<file path="src/rtl/sysbus_arbiter.sv">
// Two-master, one-slave round-robin arbiter for the 32-bit sysbus io port.
// Latency: 1 cycle from master valid (IDLE) to slave valid; ready/rdata back to masters are combinational.
// Backpressure: a granted master waits on sysbus_i_io_ready; an ungranted master waits in IDLE arbitration.
//
// Ports:
//   clk, rst                     single clock, synchronous active-high reset
//   m0_io_* / m1_io_*            master request (valid/write/addr/data) and response (ready/rdata)
//   sysbus_o_io_*                request towards the single slave
//   sysbus_i_io_ready/_data      slave response
//   grant                        one-hot grant, 2'b00 while idle
//   timeout_err                  sticky watchdog flag
//
// Optional feature: define SYSBUS_ARB_TIMEOUT_EN to build the watchdog that
// completes a transaction the slave never acknowledges. Without it BUSY waits
// forever and timeout_err is tied low.
module sysbus_arbiter #(
  parameter int unsigned TIMEOUT_CYCLES = 255,
  parameter logic [31:0] TIMEOUT_RDATA  = 32'hDEADBEEF
) (
  input  logic        clk,
  input  logic        rst,

  input  logic        m0_io_valid,
  input  logic        m0_io_write,
  input  logic [31:0] m0_io_addr,
  input  logic [31:0] m0_io_data,
  output logic        m0_io_ready,
  output logic [31:0] m0_io_rdata,

  input  logic        m1_io_valid,
  input  logic        m1_io_write,
  input  logic [31:0] m1_io_addr,
  input  logic [31:0] m1_io_data,
  output logic        m1_io_ready,
  output logic [31:0] m1_io_rdata,

  output logic        sysbus_o_io_valid,
  output logic        sysbus_o_io_write,
  output logic [31:0] sysbus_o_io_addr,
  output logic [31:0] sysbus_o_io_data,
  input  logic        sysbus_i_io_ready,
  input  logic [31:0] sysbus_i_io_data,

  output logic [1:0]  grant,
  output logic        timeout_err
);

  typedef enum logic [1:0] {
    IDLE    = 2'd0,
    BUSY_M0 = 2'd1,
    BUSY_M1 = 2'd2
  } state_t;

  state_t      state_q, state_d;
  logic        last_q, last_d;   // master served most recently; the other wins a tie
  logic        wd_hit;           // watchdog expires this cycle (slave ready is 0)
  logic        done;             // current BUSY transaction completes this cycle
  logic [31:0] resp_data;

`ifdef SYSBUS_ARB_TIMEOUT_EN
  localparam logic [15:0] WD_LAST = 16'(TIMEOUT_CYCLES - 1);

  logic [15:0] wd_cnt_q, wd_cnt_d;
  logic        timeout_err_q, timeout_err_d;

  assign wd_hit = (state_q != IDLE) && !sysbus_i_io_ready && (wd_cnt_q == WD_LAST);

  always_comb begin
    wd_cnt_d      = wd_cnt_q;
    timeout_err_d = timeout_err_q | wd_hit;
    if (state_q == IDLE) begin
      wd_cnt_d = '0;
    end else if (!sysbus_i_io_ready) begin
      wd_cnt_d = wd_cnt_q + 16'd1;
    end
  end

  always_ff @(posedge clk) begin
    if (rst) begin
      wd_cnt_q      <= '0;
      timeout_err_q <= 1'b0;
    end else begin
      wd_cnt_q      <= wd_cnt_d;
      timeout_err_q <= timeout_err_d;
    end
  end

  assign timeout_err = timeout_err_q;
`else
  logic [31:0] unused_timeout_cycles;
  assign unused_timeout_cycles = TIMEOUT_CYCLES;
  assign wd_hit      = 1'b0;
  assign timeout_err = 1'b0;
`endif

  // A real slave ready always beats the watchdog, since wd_hit needs ready low.
  assign done      = sysbus_i_io_ready | wd_hit;
  assign resp_data = wd_hit ? TIMEOUT_RDATA : sysbus_i_io_data;

  always_comb begin
    state_d           = state_q;
    last_d            = last_q;
    m0_io_ready       = 1'b0;
    m0_io_rdata       = '0;
    m1_io_ready       = 1'b0;
    m1_io_rdata       = '0;
    sysbus_o_io_valid = 1'b0;
    sysbus_o_io_write = 1'b0;
    sysbus_o_io_addr  = '0;
    sysbus_o_io_data  = '0;
    grant             = 2'b00;

    case (state_q)
      IDLE: begin
        if (m0_io_valid && m1_io_valid) begin
          state_d = last_q ? BUSY_M0 : BUSY_M1;
        end else if (m0_io_valid) begin
          state_d = BUSY_M0;
        end else if (m1_io_valid) begin
          state_d = BUSY_M1;
        end
      end

      BUSY_M0: begin
        // Fields keep forwarding even if the master illegally drops valid.
        sysbus_o_io_valid = 1'b1;
        sysbus_o_io_write = m0_io_write;
        sysbus_o_io_addr  = m0_io_addr;
        sysbus_o_io_data  = m0_io_data;
        grant             = 2'b01;
        m0_io_rdata       = resp_data;
        m0_io_ready       = done;
        if (done) begin
          state_d = IDLE;
          last_d  = 1'b0;
        end
      end

      BUSY_M1: begin
        sysbus_o_io_valid = 1'b1;
        sysbus_o_io_write = m1_io_write;
        sysbus_o_io_addr  = m1_io_addr;
        sysbus_o_io_data  = m1_io_data;
        grant             = 2'b10;
        m1_io_rdata       = resp_data;
        m1_io_ready       = done;
        if (done) begin
          state_d = IDLE;
          last_d  = 1'b1;
        end
      end

      default: begin
        state_d = IDLE;
      end
    endcase
  end

  always_ff @(posedge clk) begin
    if (rst) begin
      state_q <= IDLE;
      last_q  <= 1'b1;
    end else begin
      state_q <= state_d;
      last_q  <= last_d;
    end
  end

endmodule

</file>
<file path="config.mk">
export PLATFORM = sky130hd
export DESIGN_NAME = sysbus_arbiter
export DESIGN_NICKNAME = d
export VERILOG_FILES = /design/src/rtl/sysbus_arbiter.sv
export SDC_FILE = /design/constraint.sdc
export NUM_CORES = 1
export LEC_CHECK = 0
export ABC_AREA = 0
export BUFFER_PORTS_ARGS = -buffer_cell sky130_fd_sc_hd__clkbuf_2
export CAP_MARGIN = 20
export CORE_AREA = 2 2 119 121
export CTS_CLUSTER_DIAMETER = 120
export CTS_CLUSTER_SIZE = 40
export DETAILED_ROUTE_END_ITERATION = 8
export DIE_AREA = 0 0 121 123
export PLACE_DENSITY = 0.55
export SYNTH_ARGS = -nofsm -noshare
export SYNTH_HDL_FRONTEND = slang
export SYNTH_SLANG_ARGS = --single-unit
</file>
<file path="constraint.sdc">
create_clock -name clk -period 1.9 [get_ports clk]
set_input_delay 0.095 -clock clk [delete_from_list [all_inputs] [get_ports clk]]
set_output_delay 0.095 -clock clk [all_outputs]
set_load 0.05 [all_outputs]
</file>
==> flow_summary.json, run 1 <==
{
  "end_kind": "primary output",
  "fill_cells": 1478,
  "detailed_place_hpwl_um": 7536,
  "stdcell_area_um2": 4026,
  "cts_made_buffers": 3,
  "avgSynthCellArea_um2": 6.620,
  "cts.sinks": 3,
  "die-area_um2": 14880,
  "seq_area_frac_synth_pct": 3.614,
  "synth_area_leaders": "a22oi_1 29%, nor2b_1 26%, and2_1 25%, buf_2 3.9%, ha_1 3.8%",
  "reg2reg_depth": 5,
  "outcome": "complete, no violations",
  "ant_nets": 0,
  "postCtsSetupRepairBufs": 0,
  "drcViolationCount": 0,
  "yosysWarnings": 0,
  "path_max_fanout": 37,
  "placement_rows": 43,
  "antenna_found_initial": 0,
  "multi_input_area_um2": 1745,
  "drtPass1Iterations": 4,
  "holdPathEnd": "state_q[0]",
  "regArea_um2": 60.06,
  "avgViaCountPerCell": 4.000,
  "n_antenna_cell": 0,
  "hold_viol": 0,
  "fmax_mhz": 550.9,
  "synth_nets": 423,
  "cp.arrival_ns": 1.72,
  "drtIter0Drc": 81,
  "maxCapViolCount": 0,
  "power_mw": 2.882,
  "root_buffer": "clkbuf_16",
  "grt_pass1_wl_um": 13010,
  "synth_top_area_share_pct": 29.37,
  "die-height_um": 123,
  "synthDistinctLibCells": 17,
  "io_buffers": 300,
  "worstSetupStartpointType": "flop",
  "setup_violations": 0,
  "grt_max_degree": 55,
  "p_leak_nw": 2.005,
  "post_drt_wl_per_cell_um": 12.79,
  "fin_crit_sh_pct": 95.54,
  "grt_pass1_vias": 2552,
  "clkLatencyLatePin_ns": 0.22,
  "yosys.area.top_type": "a22oi_1",
  "hp-class": "in2reg",
  "htree_levels": 1,
  "vias": 2848,
  "die_width_um": 121,
  "crit_required_ns": 1.80,
  "worstSetupPathType": "reg2out",
  "ctsHoldBuffers": 0,
  "initial_core_util_pct": 12.21,
  "drive_gt1_share_pct": 71.05,
  "timing.rr.end": "state_q[0]",
  "min_period_ns": 1.815,
  "grt_setup_unrepaired": "true",
  "r2r_slack_ns": 0.29,
  "layout.cells.non_filler": 712,
  "syn_area_um2": 1662,
  "clk_pin_slew_ns": 0.03,
  "placed_area_um2": 3860,
  "clockBufferDepth": 2,
  "post_cts_resized": 1,
  "syn_inst": 251,
  "ios": 302,
  "gr-total-overflow": 0,
  "power_density_nw_per_um2": 715.7,
  "tns_ns": 0,
  "grt.total_usage_pct": 10.91,
  "finalWirelength_um": 9107,
  "dpl.cell_count": 708,
  "fin_skew_ns": 0.001364,
  "cts_tree": "yes",
  "vdd_drop_max_mv": 0.3116,
  "ys_seq_elements": 3,
  "drv_slew": 0,
  "r2r_start": "state_q[0]",
  "areaGrowthSynthToFinish_pct": 142.3,
  "gp_congestion": 0.8075,
  "core_um2": 13610,
  "nets": 705,
  "holdPathStages": 2,
  "min-delay-start": "rst"
}
-- Yosys cell counts, drive strengths merged --
master	n
nor2	1
a21oi	2
or4b	1
mux2i	1
nand2b	1
buf	15
dfxtp	3
a22oi	65
conb	1
clkbuf	15
ha	5
inv	4
and2	66
o21ai	2
o31ai	1
nor2b	68
-- report_power, final --
part	total, mW	internal, mW	switching, mW
clock network	0.337	0.277	0.0595
logic	2.47	0.914	1.55
registers	0.0793	0.0722	0.00702
-- layout by cell type (no fill, tap or decap), types with 4 or more instances in the layout --
| master | instances |
|---|---|
| buf_2 | 17 |
| and2_1 | 66 |
| a22oi_1 | 65 |
| nor2b_2 | 40 |
| nor2b_4 | 25 |
| clkbuf_2 | 237 |
| clkbuf_4 | 32 |
| inv_1 | 4 |
| buf_12 | 18 |
-- sequential cells by signal (all words and copies together) (netlist names) --
signal	cells
state_q	2
last_q	1
-- layout make-up --
class	count	area share (%)
Timing Repair Buffer	307	47.23
Sequential cell	3	1.492
Clock buffer	4	1.958
Multi-Input combinational cell	214	43.35
Inverter	4	0.3729
Tap cell	180	5.594
-- how the worst max path moves through the flow --
stage,startpoint,end,cells past startpoint
2_1_floorplan,state_q[1],sysbus_o_io_addr[0],5
3_3_place_gp,state_q[1],sysbus_o_io_data[12],5
3_5_place_dp,state_q[1],sysbus_o_io_data[12],5
4_1_cts,state_q[0],sysbus_o_io_addr[24],6
5_1_grt,state_q[1],sysbus_o_io_addr[0],5
6_report,state_q[1],sysbus_o_io_data[17],5
-- critical path, stage by stage (launching register included) --
cell and delay, ns:
dfxtp_1 0.37, inv_1 0.10, ha_2 0.38, buf_12 0.18, nor2b_4 0.16, clkbuf_2 0.27
-- per-stage QoR --
step | utilization [%] | hold WS (ns) | worst slack (ns)
floorplan | - | 0.1947 | -0.09163
global placement | 28.36 | 0.3574 | 0.2338
detailed placement | 28.36 | 0.3564 | 0.2027
CTS | 28.96 | 0.1228 | 0.001103
global route | 29.58 | 0.1466 | -0.01813
finish | 29.58 | 0.1216 | 0.08466
-- per-layer routing --
layer	track usage, %	vias up	wire length [um]
li1	-	1421	-
met1	13.62	1267	3632
met2	20.01	154	4680
met3	1.707	6	739
met4	1.744	0	53
met5	0	-	0
-- logic make-up (layout without fill, tap and decap cells) --
family	after synthesis	count (layout)	synth area share [%]
AOI/OAI and AO/OA	70	70	31.02
other	1	1	0.2257
and+or+nand+nor	137	137	51.66
adders and majority gates	5	5	3.765
muxes	1	1	0.6024
buffers and inverters	34	315	9.111
DFF	3	3	3.615
Note: power is estimated with default switching activity, not from simulation.
==> inputs of run 2 (changes only) <==
- PLACE_DENSITY: 0.55 -> 0.42
==> run 2 against run 1 <==
Against the previous run: maximum frequency is 0.54% lower; sequential power about the same; total power rose by 3.1%; critical path depth did not move; core utilization grew 0.85 points; worst hold slack better by 0.029 ns; clock power about the same; via count is 1.1% higher; clock skew about the same.
==> flow_summary.json, run 2 (synthesized netlist as in run 1, its figures left out) <==
{
  "clk_pin_slew_ns": 0.03,
  "grt_setup_unrepaired": "true",
  "post_cts_resized": 3,
  "drtPass1Iterations": 4,
  "postCtsSetupRepairBufs": 0,
  "worstSetupStartpointType": "flop",
  "gr-total-overflow": 0,
  "antenna_found_initial": 0,
  "vias": 2880,
  "initial_core_util_pct": 12.21,
  "final_common_cell": "clkbuf_2",
  "ctsHoldBuffers": 0,
  "detailed_place_hpwl_um": 7606,
  "fin_crit_sh_pct": 96.06,
  "setup_violations": 0,
  "pre_cts_slack_ns": 0.1457,
  "n_antenna_cell": 0,
  "vdd_drop_max_mv": 0.2607,
  "r2r_slack_ns": 0.24,
  "nets": 706,
  "clkLatencyLatePin_ns": 0.22,
  "ios": 302,
  "htree_levels": 1,
  "hold_slack_ns": 0.1502,
  "gp_congestion": 0.6868,
  "cp.arrival_ns": 1.73,
  "drcViolationCount": 0,
  "placement_rows": 43,
  "ant_nets": 0,
  "avgViaCountPerCell": 4.039,
  "r2r_start": "state_q[0]",
  "top_register": "state_q",
  "drive_gt1_share_pct": 71.11,
  "finalWirelength_um": 9217,
  "p_leak_nw": 2.032,
  "grt_max_degree": 42,
  "cp_slowest_cell": "ha_2",
  "crit_end": "sysbus_o_io_addr[23]",
  "fin_skew_ns": 0.001383,
  "reg2reg_depth": 5,
  "cts_tree": "yes",
  "path_max_fanout": 34,
  "worstSetupPathType": "reg2out",
  "multi_input_area_um2": 1745,
  "grt_pass1_wl_um": 13350,
  "clockBufferDepth": 2,
  "grt_pass1_vias": 2732,
  "grt.total_usage_pct": 10.91,
  "post_drt_wl_per_cell_um": 12.93,
  "final_cell_mix": "232 x clkbuf_2, 66 x and2_1, 65 x a22oi_1, 40 x nor2b_2, 37 x clkbuf_4",
  "largest_register_ffs": 2,
  "core_um2": 13610,
  "cpPeakStageDelay_ns": 0.40,
  "top_regs": "state_q: 2 flops, last_q: 1 flops",
  "hp-class": "in2reg",
  "holdPathStages": 3,
  "timing.rr.end": "state_q[0]",
  "fmax_mhz": 547.9,
  "setup_slack_ns": 0.07485,
  "end_kind": "primary output",
  "io_buffers": 300,
  "die-area_um2": 14880,
  "regArea_um2": 60.06,
  "hold_viol": 0,
  "areaGrowthSynthToFinish_pct": 149.3,
  "min_period_ns": 1.825,
  "layout.cells.non_filler": 713,
  "power_mw": 2.972,
  "die-height_um": 123,
  "drtIter0Drc": 60,
  "crit_required_ns": 1.80,
  "maxCapViolCount": 0,
  "fill_cells": 1440,
  "root_buffer": "clkbuf_16",
  "stdcell_area_um2": 4143,
  "min-delay-start": "sysbus_i_io_ready",
  "cts.sinks": 3,
  "die_width_um": 121,
  "outcome": "complete, no violations",
  "cts_made_buffers": 3,
  "power_density_nw_per_um2": 717.3,
  "drv_slew": 0,
  "dpl.cell_count": 709,
  "cp-startpoint": "state_q[1]",
  "placed_area_um2": 3955,
  "crit_chain": "inv_1, ha_2, buf_12, nor2b_4, buf_2"
}
## run 2: changes by cell type in the layout (fill, tap and decap cells not counted), sizes merged
cell	delta
buf	+1
## run 2: through the flow
| stage | setup TNS (ns) | util [%] |
|---|---|---|
| after CTS | 0 | 29.71 |
| final | 0 | 30.43 |
| after detailed placement | 0 | 29.06 |
| after floorplan | -2.291 | - |
| after global placement | 0 | 29.06 |
| after global routing | -0.04987 | 30.43 |
## run 2: worst max-delay path: cells and delay by family (launching register included)
family                   cells  cell delay, ns
adder cells (fa/ha/maj)      1            0.40
buffers and inverters        3            0.56
flip-flops                   1            0.37
AND/OR/NAND/NOR              1            0.16
## run 2: area by class of cell
type	instances	area share (%)
clock buffer	4	1.903
sequential	3	1.450
inverter	4	0.3624
timing repair buffer	308	48.72
tap	180	5.436
multi-input combinational	214	42.13
## run 2: power by group
| group | leakage, nW | total (mW) | switching [mW] | internal (mW) |
|---|---|---|---|---|
| clock | 0.0382 | 0.338 | 0.0607 | 0.277 |
| combinational | 1.97 | 2.55 | 1.57 | 0.985 |
| sequential | 0.0247 | 0.0794 | 0.00724 | 0.0722 |
## run 2: worst min-delay path by stage
stage	to	slack, ns
after floorplan	last_q	0.19
final	last_q	0.15
after detailed placement	state_q[0]	0.38
after global routing	state_q[0]	0.18
after CTS	last_q	0.16
after global placement	last_q	0.35
## run 2: layer usage
layer	vias to the layer above	wire length (um)	GRT usage [%]
met2	171	5000	21.31
met1	1283	3376	12.60
met5	-	0	0
li1	1424	-	-
met3	2	813	1.753
met4	0	27	1.672
==> inputs of run 3 (changes only) <==
--- a/config.mk
+++ b/config.mk
@@ -15,4 +15,5 @@
 export DIE_AREA = 0 0 121 123
 export PLACE_DENSITY = 0.42
+export SLEW_MARGIN = 0
 export SYNTH_ARGS = -nofsm -noshare
 export SYNTH_HDL_FRONTEND = slang
==> constraint.sdc (replaced) <==
create_clock -name clk -period 1.9 [get_ports clk]
set_input_delay 0.38 -clock clk [delete_from_list [all_inputs] [get_ports clk]]
set_output_delay 0.38 -clock clk [all_outputs]
set_load 0.05 [all_outputs]
==> run 3 against run 2 <==
Against the previous run: core utilization increased by 16 points; critical path type unchanged; sequential cell count unchanged; largest power group unchanged; the flow now finishes with violations (setup timing); clock-buffer cell count stayed put; global-route usage increased by 2.1 points; maximum frequency down 5.9%; clock skew fell by 0.0013 ns; largest cell class unchanged.
==> flow_summary.json, run 3 (synthesized netlist as in run 1, its figures left out) <==
{
  "power_density_nw_per_um2": 715.3,
  "grt_pass1_vias": 3162,
  "gr-total-overflow": 0,
  "crit_required_ns": 1.52,
  "cp.arrival_ns": 1.56,
  "setup_violations": 40,
  "switching_share_pct": 47.09,
  "multi_input_area_um2": 2366,
  "final_common_cell": "clkbuf_2",
  "pwr-share-seq_pct": 2.0,
  "p_clk_share_pct": 7.5,
  "post_drt_wl_per_cell_um": 17.58,
  "drtPass1Iterations": 4,
  "detailed_place_hpwl_um": 7614,
  "ant_nets": 0,
  "fin_crit_sh_pct": 102.0,
  "cts.sinks": 3,
  "clk_pin_slew_ns": 0.03,
  "placed_area_um2": 4240,
  "drive_gt1_share_pct": 89.24,
  "ios": 302,
  "cts_made_buffers": 3,
  "placement_rows": 43,
  "p_switching_mw": 2.117,
  "top_register": "state_q",
  "avgViaCountPerCell": 4.300,
  "grt.total_usage_pct": 13.03,
  "n_antenna_cell": 0,
  "top_regs": "state_q: 2 flops, last_q: 1 flops",
  "reg2reg_depth": 7,
  "drtIter0Drc": 81,
  "tns_ns": -0.6604,
  "nets": 740,
  "grt_setup_unrepaired": "true",
  "core_um2": 13610,
  "power_mw": 4.496,
  "drv_slew": 0,
  "violations": "setup timing",
  "end_kind": "primary output",
  "hp-class": "in2reg",
  "worstSetupPathType": "reg2out",
  "largest_register_ffs": 2,
  "final_cell_mix": "168 x clkbuf_2, 65 x a22oi_2, 65 x buf_8, 64 x nor2b_4, 43 x and2_1",
  "layout.cells.non_filler": 747,
  "stdcell_area_um2": 6285,
  "maxCapViolCount": 0,
  "dpl.cell_count": 712,
  "outcome": "complete, but fails checks",
  "worstSetupStartpointType": "flop",
  "p_leak_nw": 2.704,
  "min_period_ns": 1.939,
  "hold_viol": 0,
  "die_width_um": 121,
  "vdd_drop_max_mv": 0.3593,
  "areaGrowthSynthToFinish_pct": 278.2,
  "cts_tree": "yes",
  "fmax_mhz": 515.8,
  "p_int_mw": 2.379,
  "htree_levels": 1,
  "setup_slack_ns": -0.03889,
  "power_frac_comb_pct": 90.5,
  "grt_max_degree": 42,
  "fin_skew_ns": 0.00008164,
  "vias": 3212,
  "die-height_um": 123,
  "initial_core_util_pct": 12.21,
  "die-area_um2": 14880,
  "hold_slack_ns": 0.3963,
  "path_max_fanout": 8,
  "clkLatencyLatePin_ns": 0.23,
  "gp_congestion": 0.7662,
  "grt_pass1_wl_um": 15610,
  "antenna_found_initial": 0,
  "root_buffer": "clkbuf_16",
  "regArea_um2": 67.56,
  "drcViolationCount": 0,
  "fill_cells": 1206,
  "holdPathStages": 2,
  "finalWirelength_um": 13130,
  "clockBufferDepth": 2,
  "io_buffers": 300,
  "ctsHoldBuffers": 0
}
## run 3: cell types whose count changed in the layout (fill, tap and decap cells not counted), moves of 9 or more
cell	before	now
buf_6	1	20
clkbuf_16	3	17
a22oi_2	0	65
nor2b_2	40	1
clkbuf_8	0	9
clkbuf_2	232	168
and2_4	0	23
buf_8	0	65
a22oi_1	65	0
nor2b_4	25	64
buf_2	12	1
clkbuf_4	37	18
and2_1	66	43
buf_12	25	38
## run 3: path summary, 6_finish.rpt
kind	from	endpoint	slack [ns]
worst max-delay path	state_q[0]	sysbus_o_io_data[26]	-0.04
worst min-delay path	rst	state_q[0]	0.40
worst max register to register	state_q[0]	state_q[0]	0.10
worst min register to register	last_q	last_q	0.47
## run 3: layout make-up
type	count	share of cell area, %
Multi-Input combinational cell	214	37.65
Tap cell	180	3.584
Sequential cell	3	1.075
Timing Repair Buffer	342	56.08
Clock buffer	4	1.254
Inverter	4	0.3584
## run 3: stage by stage
step           setup slack, ns  utilization, %
6_report              -0.03889           46.17
2_1_floorplan         -0.01117               -
3_5_place_dp           0.01077           31.15
3_3_place_gp           0.06348           31.15
4_1_cts               -0.07979           39.32
5_1_grt               -0.09675           46.17
## run 3: power groups by stage
stage | clock network [mW] | registers [mW] | logic (mW)
after CTS | 0.347 | 0.0875 | 3.24
after global placement | 0 | 0.0793 | 2.71
final | 0.339 | 0.0887 | 4.07
after floorplan | 0 | 0.0786 | 1.92
after global routing | 0.350 | 0.0905 | 4.24
after detailed placement | 0 | 0.0797 | 2.72
## run 3: repair_timing
action	CTS	global route
setup endpoints to repair	131	116
pin swaps	20	30
cloned	4	21
resized for setup	218	183
buffers inserted	2	6
hold endpoints to repair	0	0
## run 3: metal layers
layer,track usage [%],wire length [um]
met5,0,0
met4,3.198,151
met1,13.15,4843
met3,2.583,816
met2,26.90,7318
## run 3: critical path, stage by stage (launching register included)
cell and delay, ns:
dfxtp_4 0.38, inv_6 0.05, ha_4 0.29, buf_12 0.15, clkbuf_16 0.16, nor2b_4 0.16
buf_12 0.14
